**config.mk**
```make
export PLATFORM = sky130hd
export DESIGN_NAME = maze_timer_ctrl
export DESIGN_NICKNAME = d
export VERILOG_FILES = /design/src/rtl/maze_timer_ctrl.sv
export SDC_FILE = /design/constraint.sdc
export NUM_CORES = 1
export LEC_CHECK = 0
export ABC_AREA = 0
export CORE_ASPECT_RATIO = 0.7
export CORE_UTILIZATION = 25
export CTS_CLUSTER_DIAMETER = 50
export CTS_CLUSTER_SIZE = 40
export DETAILED_ROUTE_END_ITERATION = 8
export DONT_BUFFER_PORTS = 1
export PLACE_DENSITY = 0.5
export SETUP_SLACK_MARGIN = 0.4
export SYNTH_ARGS = -nofsm -noshare
export SYNTH_HDL_FRONTEND = slang
export SYNTH_SLANG_ARGS = --single-unit
```
**constraint.sdc**
```tcl
create_clock -name clk -period 2.2 [get_ports clk]
set_input_delay 0.22 -clock clk [delete_from_list [all_inputs] [get_ports clk]]
set_output_delay 0.22 -clock clk [all_outputs]
set_load 0.1 [all_outputs]
```
**src/rtl/maze_timer_ctrl.sv**
```systemverilog
// maze_timer_ctrl
// Shared timebase for the maze game. A free-running prescaler produces a
// one-cycle base tick every BASE_DIV clocks. Four programmable channels count
// base ticks and emit single-cycle tick enables, plus a sticky pending flag
// that the consumer acknowledges.
//
// Build option: define TIMER_OVERRUN_EN to build the sticky per-channel
// overrun detector. Without it the overrun port is tied to 4'b0000.
module maze_timer_ctrl #(
    parameter int BASE_DIV = 100_000,
    parameter int PW       = 16
) (
    input  logic          clk,
    input  logic          rst_n,
    input  logic          cfg_we,
    input  logic [1:0]    cfg_ch,
    input  logic [PW-1:0] cfg_period,
    input  logic          cfg_oneshot,
    input  logic [3:0]    ch_stop,
    input  logic [3:0]    evt_ack,
    output logic          base_tick,
    output logic [3:0]    tick,
    output logic [3:0]    evt_pending,
    output logic [3:0]    running,
    output logic [3:0]    overrun
);

    localparam int             PCW       = $clog2(BASE_DIV);
    localparam logic [PCW-1:0] PCNT_LAST = PCW'(BASE_DIV - 1);

    logic [PCW-1:0] pcnt_r;
    logic           base_tick_r;

    logic [PW-1:0]  reload_r [4];
    logic [PW-1:0]  reload_s [4];
    logic [PW-1:0]  cnt_r    [4];
    logic [PW-1:0]  cnt_s    [4];
    logic [3:0]     oneshot_r;
    logic [3:0]     oneshot_s;
    logic [3:0]     running_r;
    logic [3:0]     running_s;
    logic [3:0]     pending_r;
    logic [3:0]     pending_s;
    logic [3:0]     tick_r;
    logic [3:0]     expiry_s;
    logic [3:0]     cfg_hit_s;

    // Prescaler: count 0..BASE_DIV-1 and register the wrap as base_tick.
    always_ff @(posedge clk or negedge rst_n) begin
        if (!rst_n) begin
            pcnt_r      <= '0;
            base_tick_r <= 1'b0;
        end else begin
            base_tick_r <= (pcnt_r == PCNT_LAST);
            if (pcnt_r == PCNT_LAST) begin
                pcnt_r <= '0;
            end else begin
                pcnt_r <= pcnt_r + PCW'(1);
            end
        end
    end

    // Per-channel next state; config write beats stop, stop beats countdown.
    always_comb begin
        for (int i = 0; i < 4; i++) begin
            reload_s[i]  = reload_r[i];
            cnt_s[i]     = cnt_r[i];
            oneshot_s[i] = oneshot_r[i];
            running_s[i] = running_r[i];
            expiry_s[i]  = 1'b0;
            cfg_hit_s[i] = cfg_we && (cfg_ch == 2'(i));

            if (cfg_hit_s[i]) begin
                // A write in a base_tick cycle loads P and skips that decrement.
                reload_s[i]  = cfg_period;
                cnt_s[i]     = cfg_period;
                oneshot_s[i] = cfg_oneshot;
                running_s[i] = (cfg_period != '0);
            end else if (ch_stop[i]) begin
                // Stop freezes the count; only a new write restarts it.
                running_s[i] = 1'b0;
            end else if (base_tick_r && running_r[i]) begin
                if (cnt_r[i] > PW'(1)) begin
                    cnt_s[i] = cnt_r[i] - PW'(1);
                end else begin
                    expiry_s[i] = 1'b1;
                    if (oneshot_r[i]) begin
                        running_s[i] = 1'b0;
                        cnt_s[i]     = '0;
                    end else begin
                        cnt_s[i]     = reload_r[i];
                    end
                end
            end else begin
                cnt_s[i] = cnt_r[i];
            end

            // Expiry wins over a same-cycle acknowledge.
            if (expiry_s[i]) begin
                pending_s[i] = 1'b1;
            end else if (evt_ack[i]) begin
                pending_s[i] = 1'b0;
            end else begin
                pending_s[i] = pending_r[i];
            end
        end
    end

    // Channel state registers; tick is the registered expiry strobe.
    always_ff @(posedge clk or negedge rst_n) begin
        if (!rst_n) begin
            for (int i = 0; i < 4; i++) begin
                reload_r[i] <= '0;
                cnt_r[i]    <= '0;
            end
            oneshot_r <= 4'b0000;
            running_r <= 4'b0000;
            pending_r <= 4'b0000;
            tick_r    <= 4'b0000;
        end else begin
            for (int i = 0; i < 4; i++) begin
                reload_r[i] <= reload_s[i];
                cnt_r[i]    <= cnt_s[i];
            end
            oneshot_r <= oneshot_s;
            running_r <= running_s;
            pending_r <= pending_s;
            tick_r    <= expiry_s;
        end
    end

`ifdef TIMER_OVERRUN_EN
    logic [3:0] overrun_r;
    logic [3:0] overrun_s;

    // Overrun: expiry while the previous event is still unacknowledged.
    always_comb begin
        for (int i = 0; i < 4; i++) begin
            if (cfg_hit_s[i]) begin
                overrun_s[i] = 1'b0;
            end else if (expiry_s[i] && pending_r[i] && !evt_ack[i]) begin
                overrun_s[i] = 1'b1;
            end else begin
                overrun_s[i] = overrun_r[i];
            end
        end
    end

    // Sticky overrun register.
    always_ff @(posedge clk or negedge rst_n) begin
        if (!rst_n) begin
            overrun_r <= 4'b0000;
        end else begin
            overrun_r <= overrun_s;
        end
    end

    assign overrun = overrun_r;
`else
    assign overrun = 4'b0000;
`endif

    assign base_tick   = base_tick_r;
    assign tick        = tick_r;
    assign evt_pending = pending_r;
    assign running     = running_r;

endmodule

```
==> impl_results.md <==
* Hold-fix buffer count after cts at 24
* Critical Path AT at 2.45 ns
* Setup slack at placement at slightly below 0.04 ns
* FP Rows at 56
* Most frequent cell after synthesis: nand2_1
* Syn_area_per_cell at just under 9 sq um
* Initial DRT Pass Iterations at 5
* Worst VDD drop at about 0.00054 V
* Post-synth EDFFs at 0
* R2R Path Start: cnt_r[26]$_DFFE_PN0P_
* Worst-margin pin slew at approximately 0.86 ns
* PwrDens at about 800 nW/um^2
* Critical Path End Type: flop
* Post-synth ARST share at 1.00
* Wire length per cell at 19.0 microns
* CTS Sinks at 162
* Ratio of cells with drive above 1 in the final layout at 0.272
* Leak at roughly 5.0 nW
* WP data required at approximately 2.6 ns
* Max Clock Skew at between 0.015 and 0.02 ns
* Area grow syn2layout at 37.2%
* Outcome: complete, but fails checks
* Max Freq at about 0.48 GHz
* Worst R2R Setup Slack at 0.13 ns
* Min-delay worst type: input pin to asynchronous set/reset pin
* Global-route wire length before repair at 45.6 mm
* Critical path fanouts, max at 3
* Largest cells by area after synthesis: dfrtp_1 (47%), nand2_1 (10%), xnor2_1 (3.6%)
* Via density at roughly 5
* Gp weighted congestion at 0.831
* Commonest cells in the netlist: nand2_1 (237), dfrtp_1 (162), nor2_1 (59)
* Via Count at 7911
* Synthesized flop and latch total at ~160
* DIE WIDTH at 224 microns
* N_diodes at 0
* CTS tree: built
* Worst-case clock buffer depth at 2
* CP max stage delay at about 0.56 ns
* Core area at ~34000 sq um
* Top-area cell type share of the netlist area at 0.471
* Sequential-to-total area share from yosys stat at 0.471
* TritonCTS Buffers at 17
* R2R depth at 5
* Final #Nets at about 1200
* Final Critical Period at 2.07 ns
* Remaining DRCs at 0
* CP Launch Point: cnt_r[26]$_DFFE_PN0P_
* Post-Route WL at 30.2 mm
* CP dominant cell by count: or4_4
* Failing checks: hold timing
* RR Endpoint: cnt_r[30]$_DFFE_PN0P_
* GRT overflow at 0
* Vias in the first global route at around 7500
* Port Buffers at 0
* Max cap viols at 0
* Final Slew Violations at 0
* DRT antenna net count at 0
* Final hold viol count at 162
* Final setup violation count at 0
* Startpoint types: flop
* Worst slew margin at 0.426
* Die footprint at 35200 sq um
* Post-Synthesis Cells at between 900 and 1000
* Maximum number of pins on one net before global-route repair at 163
* Initial DRC Count at 840
* Fin cells at roughly 1600
* Cell taking the most area after synthesis: dfrtp_1
* Synth Flop Type: dfrtp_1
* CTS H-Tree Depth at 4
* Worst-Skew Late Latency at ~0.46 ns
* GRT Util Overall at 0.173
* Hold Slack at -0.539 ns
* Path type of the worst setup path: flop to flop
* Final WS setup at around 0.13 ns
* Setup_tns at 0 ns
* Period utilization at 0.943
* Number of fill cells at about 3500
* Clk slew on worst S/H paths at approximately 0.07 ns
* Initial antenna violation count at 6
* Critical path cell sequence: or4_4, or4_4, nor4_2, a311oi_2, o211ai_1
* RSZ-0062 raised after global routing: yes
* Yosys warns at 0
* Highest-delay cell along the critical path: or4_4
* Post-layout util at 0.350
* Synthesized cell area at 8610 sq um
* Die H at ~160 microns
* Num ports at 47
* Cells after DPL at between 1000 and 1500
* Post-DP HPWL at roughly 18 mm
* Clk root buf: clkbuf_16
* Initial core utilization at 0.255
* Yosys cell types at 67
[power by group]
part / internal (W) / switching, W
Combinational: 0.00112 / 0.00126
Clock: 0.00171 / 0.00145
Sequential: 0.00340 / 0.000460
Total: 0.00622 / 0.00317
[registers in the layout, summed over array words and instances, names as in the netlist]
| register | cells |
|---|---|
| cnt_r | 64 |
| reload_r | 64 |
| pcnt_r | 17 |
| evt_pending | 4 |
| oneshot_r | 4 |
| running | 4 |
| tick | 4 |
| base_tick | 1 |
[cell usage in the layout (no fill, tap or decap), types with 7 or more instances in the layout]
cell,count
nand2_1,233
a21oi_1,28
a21oi_2,15
and4_1,7
o211ai_1,26
a21boi_0,11
dfrtp_1,147
nor2_4,12
buf_4,109
xnor2_1,34
nor4_1,11
a222oi_1,7
inv_1,26
buf_6,21
clkbuf_16,17
and3_1,9
o31ai_2,7
o21ai_0,22
dlygate4sd3_1,24
a31oi_1,15
nand3_1,19
nor3_1,11
nor2_1,46
dfrtp_2,14
nor4_4,19
o22ai_1,12
nand3b_1,7
nand4_1,13
xor2_1,23
o21ai_1,16
[how the worst max path moves through the flow]
| stage | slack, ns | cells past startpoint | endpoint |
|---|---|---|---|
| floorplan | 0.002 | 6 | cnt_r[20]$_DFFE_PN0P_ |
| global placement | 0.08 | 7 | cnt_r[20]$_DFFE_PN0P_ |
| detailed placement | 0.04 | 8 | cnt_r[18]$_DFFE_PN0P_ |
| CTS | 0.15 | 5 | cnt_r[20]$_DFFE_PN0P_ |
| global route | 0.07 | 5 | cnt_r[30]$_DFFE_PN0P_ |
| finish | 0.13 | 5 | cnt_r[30]$_DFFE_PN0P_ |
[metal layers]
layer	up-vias	wire length [microns]	GRT usage
met2	229	13000	0.248
met4	0	410	0.0554
met3	26	2060	0.0424
li1	3761	-	-
met5	-	0	0
met1	3895	14700	0.252
[what timing repair did]
item | CTS | global route
endpoints found under the setup margin | 70 | 69
resized for setup | 57 | 115
buffers inserted | 27 | 23
pin swaps | 21 | 64
gates cloned | 0 | 1
hold endpoints to repair | 286 | 162
[logic make-up (layout without fill, tap and decap cells)]
| group | after synthesis | after routing | share of synthesized area |
|---|---|---|---|
| other | 1 | 4 | 0.000436 |
| AND/OR/NAND/NOR | 459 | 460 | 0.254 |
| multiplexers | 2 | 2 | 0.00262 |
| AO/OA/AOI/OAI | 209 | 209 | 0.159 |
| flip-flops | 162 | 162 | 0.471 |
| buffers and inverters | 82 | 222 | 0.0407 |
| XOR/XNOR | 58 | 58 | 0.0590 |
| adder cells (fa/ha/maj) | 9 | 9 | 0.0131 |
[worst max-delay path, delay by kind of cell (launching register included)]
kind | cells | cell delay [ns]
AOI/OAI and AO/OA | 2 | 0.27
DFF | 1 | 0.43
and+or+nand+nor | 3 | 1.30
[metrics by stage]
step | total power [W] | instance area [sq um]
after floorplan | 0.00503 | 8830
after global placement | 0.00554 | 9750
after detailed placement | 0.00556 | 9750
after CTS | 0.00900 | 11000
after global routing | 0.00984 | 11800
final | 0.00939 | 11800
[cell type report]
class | count | area, sq um | area share
clock buffers | 17 | 425 | 0.0360
well taps | 464 | 581 | 0.0492
clock inverters | 15 | 170 | 0.0144
repair buffers | 159 | 1380 | 0.117
multi-input cells | 742 | 5060 | 0.429
inverters | 31 | 116 | 0.00985
flip-flops and latches | 162 | 4080 | 0.345
Note: power is estimated with default switching activity, not from simulation.
